[src/rtl/mem_stage.sv]
// mem_stage: memory-access pipeline stage.
// Registers the execute-stage outputs, issues loads/stores to the data memory over a
// req/ack handshake, passes ALU results straight through, and emits one write-back
// record per retired instruction. Upstream is stalled while an access is outstanding.
//
// Ports:
//   clk, rst                   clock, asynchronous active-high reset
//   ex_valid/ex_ready          execute-stage handshake
//   ex_op, ex_wreg, ex_wren    opcode, destination register, active-low byte enables
//   ex_result, ex_addr         ALU result / store data, word address
//   flush                      kill incoming and in-flight instruction
//   dmem_*                     data-memory request channel
//   wb_valid/we/reg/data       write-back record (wb_valid is a one-cycle pulse)
module mem_stage #(
  parameter bit HALF_SEXT = 1'b0
) (
  input  logic        clk,
  input  logic        rst,
  input  logic        ex_valid,
  output logic        ex_ready,
  input  logic [5:0]  ex_op,
  input  logic [4:0]  ex_wreg,
  input  logic [3:0]  ex_wren,
  input  logic [31:0] ex_result,
  input  logic [31:0] ex_addr,
  input  logic        flush,
  output logic        dmem_req,
  output logic [31:0] dmem_addr,
  output logic [3:0]  dmem_we_n,
  output logic [31:0] dmem_wdata,
  input  logic [31:0] dmem_rdata,
  input  logic        dmem_ack,
  output logic        wb_valid,
  output logic        wb_we,
  output logic [4:0]  wb_reg,
  output logic [31:0] wb_data
);

  localparam logic [5:0] OpLw = 6'd16;
  localparam logic [5:0] OpLh = 6'd18;
  localparam logic [5:0] OpLb = 6'd20;
  localparam logic [3:0] WeNone = 4'b1111;

  typedef enum logic [0:0] {StIdle, StAccess} state_e;

  state_e      state_q;
  logic        kill_q;
  logic [5:0]  ld_op_q;
  logic [4:0]  wreg_q;
  logic        store_q;

  logic        is_load;
  logic        is_store;
  logic [31:0] load_data;

  assign is_load  = (ex_op == OpLw) || (ex_op == OpLh) || (ex_op == OpLb);
  // Stores are recognised by their byte enables, not by opcode.
  assign is_store = (ex_wren != WeNone);

  // Never depends on dmem_ack so the upstream stall has no combinational path to memory.
  assign ex_ready = (state_q == StIdle);

  always_comb begin
    load_data = dmem_rdata;
    case (ld_op_q)
      OpLh:    load_data = {{16{HALF_SEXT & dmem_rdata[15]}}, dmem_rdata[15:0]};
      OpLb:    load_data = {{24{HALF_SEXT & dmem_rdata[7]}}, dmem_rdata[7:0]};
      default: load_data = dmem_rdata;
    endcase
  end

  always_ff @(posedge clk or posedge rst) begin
    if (rst) begin
      state_q    <= StIdle;
      kill_q     <= 1'b0;
      ld_op_q    <= 6'd0;
      wreg_q     <= 5'd0;
      store_q    <= 1'b0;
      dmem_req   <= 1'b0;
      dmem_addr  <= 32'd0;
      dmem_we_n  <= WeNone;
      dmem_wdata <= 32'd0;
      wb_valid   <= 1'b0;
      wb_we      <= 1'b0;
      wb_reg     <= 5'd0;
      wb_data    <= 32'd0;
    end else begin
      wb_valid <= 1'b0;
      case (state_q)
        StIdle: begin
          if (ex_valid && !flush) begin
            if (is_load || is_store) begin
              state_q    <= StAccess;
              kill_q     <= 1'b0;
              ld_op_q    <= ex_op;
              wreg_q     <= ex_wreg;
              store_q    <= is_store;
              dmem_req   <= 1'b1;
              dmem_addr  <= ex_addr;
              dmem_wdata <= ex_result;
              dmem_we_n  <= is_store ? ex_wren : WeNone;
            end else begin
              wb_valid <= 1'b1;
              wb_we    <= (ex_wreg != 5'd0);
              wb_reg   <= ex_wreg;
              wb_data  <= ex_result;
            end
          end
        end
        StAccess: begin
          if (dmem_ack) begin
            state_q   <= StIdle;
            kill_q    <= 1'b0;
            dmem_req  <= 1'b0;
            dmem_we_n <= WeNone;
            // A flush arriving together with the ack still drops the result.
            if (!kill_q && !flush) begin
              wb_valid <= 1'b1;
              if (store_q) begin
                wb_we   <= 1'b0;
                wb_reg  <= 5'd0;
                wb_data <= 32'd0;
              end else begin
                wb_we   <= (wreg_q != 5'd0);
                wb_reg  <= wreg_q;
                wb_data <= load_data;
              end
            end
          end else if (flush) begin
            kill_q <= 1'b1;
          end
        end
        default: state_q <= StIdle;
      endcase
    end
  end

endmodule

[config.mk]
export PLATFORM = sky130hd
export DESIGN_NAME = mem_stage
export DESIGN_NICKNAME = d
export VERILOG_FILES = /design/src/rtl/mem_stage.sv
export SDC_FILE = /design/constraint.sdc
export NUM_CORES = 1
export LEC_CHECK = 0
export ABC_AREA = 1
export BUFFER_PORTS_ARGS = -buffer_cell sky130_fd_sc_hd__buf_2
export CORE_AREA = 3 3 107 109
export DETAILED_ROUTE_END_ITERATION = 8
export DIE_AREA = 0 0 110 112
export GPL_TIMING_DRIVEN = 0
export PLACE_DENSITY = 0.94
export SLEW_MARGIN = 10
export SYNTH_ARGS = -nofsm -noshare
export SYNTH_HDL_FRONTEND = slang
export SYNTH_SLANG_ARGS = --single-unit
[constraint.sdc]
create_clock -name clk -period 10 [get_ports clk]
set_clock_uncertainty 0.05 [all_clocks]
set_input_delay 0.5 -clock clk [delete_from_list [all_inputs] [get_ports clk]]
set_output_delay 0.5 -clock clk [all_outputs]
set_load 0.05 [all_outputs]
==> impl_metrics.csv <==
group,metric,value,unit
synth,synthMuxAreaShare,0,
clocking,clk_pin_slew,0.06,ns
finish,nFillCells,880,
global_routing,grt_max_degree,65,
global_routing,grtUsageTotal,0.275,
clocking,cts-resized-gates,0,
worst_hold_path,worstHoldPathType,"in -> async",
sta,period_share,0.245,
worst_setup_path,crit_path_max_fanout,10,
worst_setup_path,crit_path_end_kind,"output port",
synth,synthesis.yosys.warnings,0,
synth,synthTopCellsByArea,"dfrtp_1 54%, nand2_1 20%, nand3_1 12%",
sta,tightest_slew,0.595,ns
finish,final_common_cell,"nand2_1",
synth,synth_xor_area_frac,0,
floorplanning,die_w,110,um
synth,yosys.area_share.simple,0.348,
finish,final_layout_size_suffix_gt1_frac,0.307,
detailed_routing,drt_iter0_markers,378,
finish,top_regs,"dmem_addr (32), dmem_wdata (32), wb_data (32)",
detailed_routing,viasPerCell,5.19,
finish,final_cell_area,0.00743,mm2
global_routing,grt_first_pass_wirelength,26500,um
worst_setup_path,critPathBufInv,3,
sta,worst_slack,7.55,ns
finish,final_cell_mix,"292 x nand2_1, 242 x buf_2, 132 x nand3_1, 118 x dfrtp_1, 38 x inv_1",
worst_setup_path,worstPathCellList,"inv_2 > clkbuf_1 > buf_2",
pwr,power_leakage,4.34,nW
pwr,ir_drop,0.000131,V
finish,area_growth,35.1,%
synth,synth_compound_area_frac,0.0296,
synth,synthCells,696,
floorplanning,ioPinCount,225,
clocking,cts_buffer_depth,2,
pwr,p_total,2.12,mW
outcome,status,"complete, no violations",
placed_design,dpl-instance-area,0.00683,mm2
clocking,cts_root_buf,"clkbuf_8",
floorplanning,die_area,0.0123,mm2
finish,fin_nets,1056,
clocking,cts_hold_buf,0,
placed_design,dpl.hpwl,12200,um
placed_design,port_buffers,224,
worst_setup_path,r2r-end,"wb_data[5]",
worst_setup_path,critPathSlowestCell,"clkbuf_1",
synth,synth_top_family_by_area,"simple AND/OR/NAND/NOR gates",
worst_setup_path,crit_type,"reg -> out",
placed_design,dp_cells,1061,
synth,syn_area_per_cell,7.90,um2
sta,period_needed,2.45,ns
floorplanning,chipHeight,112,um
clocking,tritoncts_num_sinks,122,
pwr,p_per_area,286,mW/mm2
synth,yosysTopAreaCell,"dfrtp_1",
detailed_routing,wl_per_cell,15.2,um
clocking,insertion_delay,0.51,ns
sta,hold_viol_final,0,
clocking,cts_buffers,17,
worst_setup_path,cp-start-kind,"flip-flop",
floorplanning,rows,38,
global_routing,antenna_found_initial,0,
detailed_routing,ant_nets,0,
detailed_routing,first_pass_iters,5,
sta,hold_ws,0.0144,ns
synth,ys_seq_area_frac,0.556,
worst_setup_path,r2r-start,"state_q",
placed_design,place_ws,7.79,ns
sta,setup_tns,0,ns
global_routing,grt_pass1_vias,5508,
worst_setup_path,worstPathRequired,9.45,ns
synth,ys_ff_latch,122,
clocking,postCtsSetupBuffers,0,
global_routing,overflow,0,
detailed_routing,vias,5670,
synth,syn_nets,812,
sta,rsz0062_at_grt,"no",
finish,fin_util,0.694,
synth,synthDistinctLibCells,19,
placed_design,gp_congestion,0.855,
sta,max_slew_margin,0.603,
floorplanning,initial_utilization,0.514,
worst_setup_path,worst_ep_arrival_time,1.90,ns
finish,layoutNonFillerInstCount,1093,
clocking,htreeDepth,4,
sta,timing.fmax,409,MHz
worst_setup_path,cp-startpoint,"state_q",
job,drv.max_cap_violation_count,0,
worst_setup_path,r2r_slack,8.11,ns
finish,antenna_cells,0,
worst_setup_path,max_stage_delay,0.45,ns
detailed_routing,drt_wl_total,16600,um
synth,netlist_area,0.00550,mm2
worst_setup_path,r2r_cells,8,
detailed_routing,post-route-drc-count,0,
floorplanning,core,0.0107,mm2
worst_setup_path,critical_path.top_delay_family,"buffers and inverters",
sta,setup_viol,0,
synth,synthAdderAreaFrac,0,
clocking,cts_tree,"done",
sta,slew_violations,0,
synth,synth_top_area_frac,0.537,
==> worst max path at each step <==
| stage | end | slack, ns | depth (start not counted) |
|---|---|---|---|
| after floorplan | dmem_addr[0] | 6.21 | 1 |
| after global placement | wb_valid | 4.90 | 2 |
| after detailed placement | wreg_q[0] | 7.79 | 7 |
| after CTS | ex_ready | 7.56 | 3 |
| after global routing | ex_ready | 7.50 | 3 |
| final | ex_ready | 7.55 | 3 |
==> layout make-up <==
type	count	area, um2	area share
Multi-Input combinational cell	490	2080	0.280
Clock inverter	13	168	0.0226
Inverter	40	155	0.0209
Tap cell	140	175	0.0236
Clock buffer	19	432	0.0581
Timing Repair Buffer	225	1150	0.155
Sequential cell	122	3060	0.412
Buffer	44	214	0.0288
==> cells by family after synthesis <==
| family | after synthesis |
|---|---|
| DFF | 122 |
| and+or+nand+nor | 458 |
| buffers and inverters | 84 |
| AOI/OAI and AO/OA | 32 |
==> metal layers <==
layer / GRT usage / up-vias / routed length (um)
li1: - / 2693 / -
met1: 0.354 / 2670 / 6810
met2: 0.455 / 257 / 8170
met3: 0.0551 / 50 / 1090
met4: 0.105 / 0 / 515
met5: 0 / - / 0
==> worst register-to-register path, cell delays in order (launching register included) <==
cell,delay (ns)
dfrtp_1,0.40
inv_2,0.18
nand2_1,0.12
nor2_4,0.29
nand3_2,0.17
buf_2,0.22
buf_2,0.20
nand3_1,0.11
nand2_1,0.06
==> synth_stat cells <==
| cell | n |
|---|---|
| o21ai_0 | 29 |
| dfstp_2 | 4 |
| nand2_1 | 292 |
| or3_1 | 1 |
| inv_2 | 1 |
| a21oi_1 | 1 |
| dfrtp_1 | 118 |
| o22ai_1 | 2 |
| buf_4 | 3 |
| nor2_1 | 25 |
| or2_2 | 4 |
| buf_6 | 2 |
| inv_1 | 39 |
| nand2_2 | 2 |
| nand3_1 | 132 |
| nand3_2 | 1 |
| clkbuf_1 | 21 |
| nor2_4 | 1 |
| buf_2 | 18 |
==> power by group <==
group          total (mW)  internal [mW]  leakage (nW)  switching, mW
registers           0.699          0.625          1.52         0.0736
clock network       0.619          0.388         0.277          0.231
logic               0.804          0.182          2.54          0.623
total                2.12           1.19          4.34          0.927
Note: power is estimated with default switching activity, not from simulation.
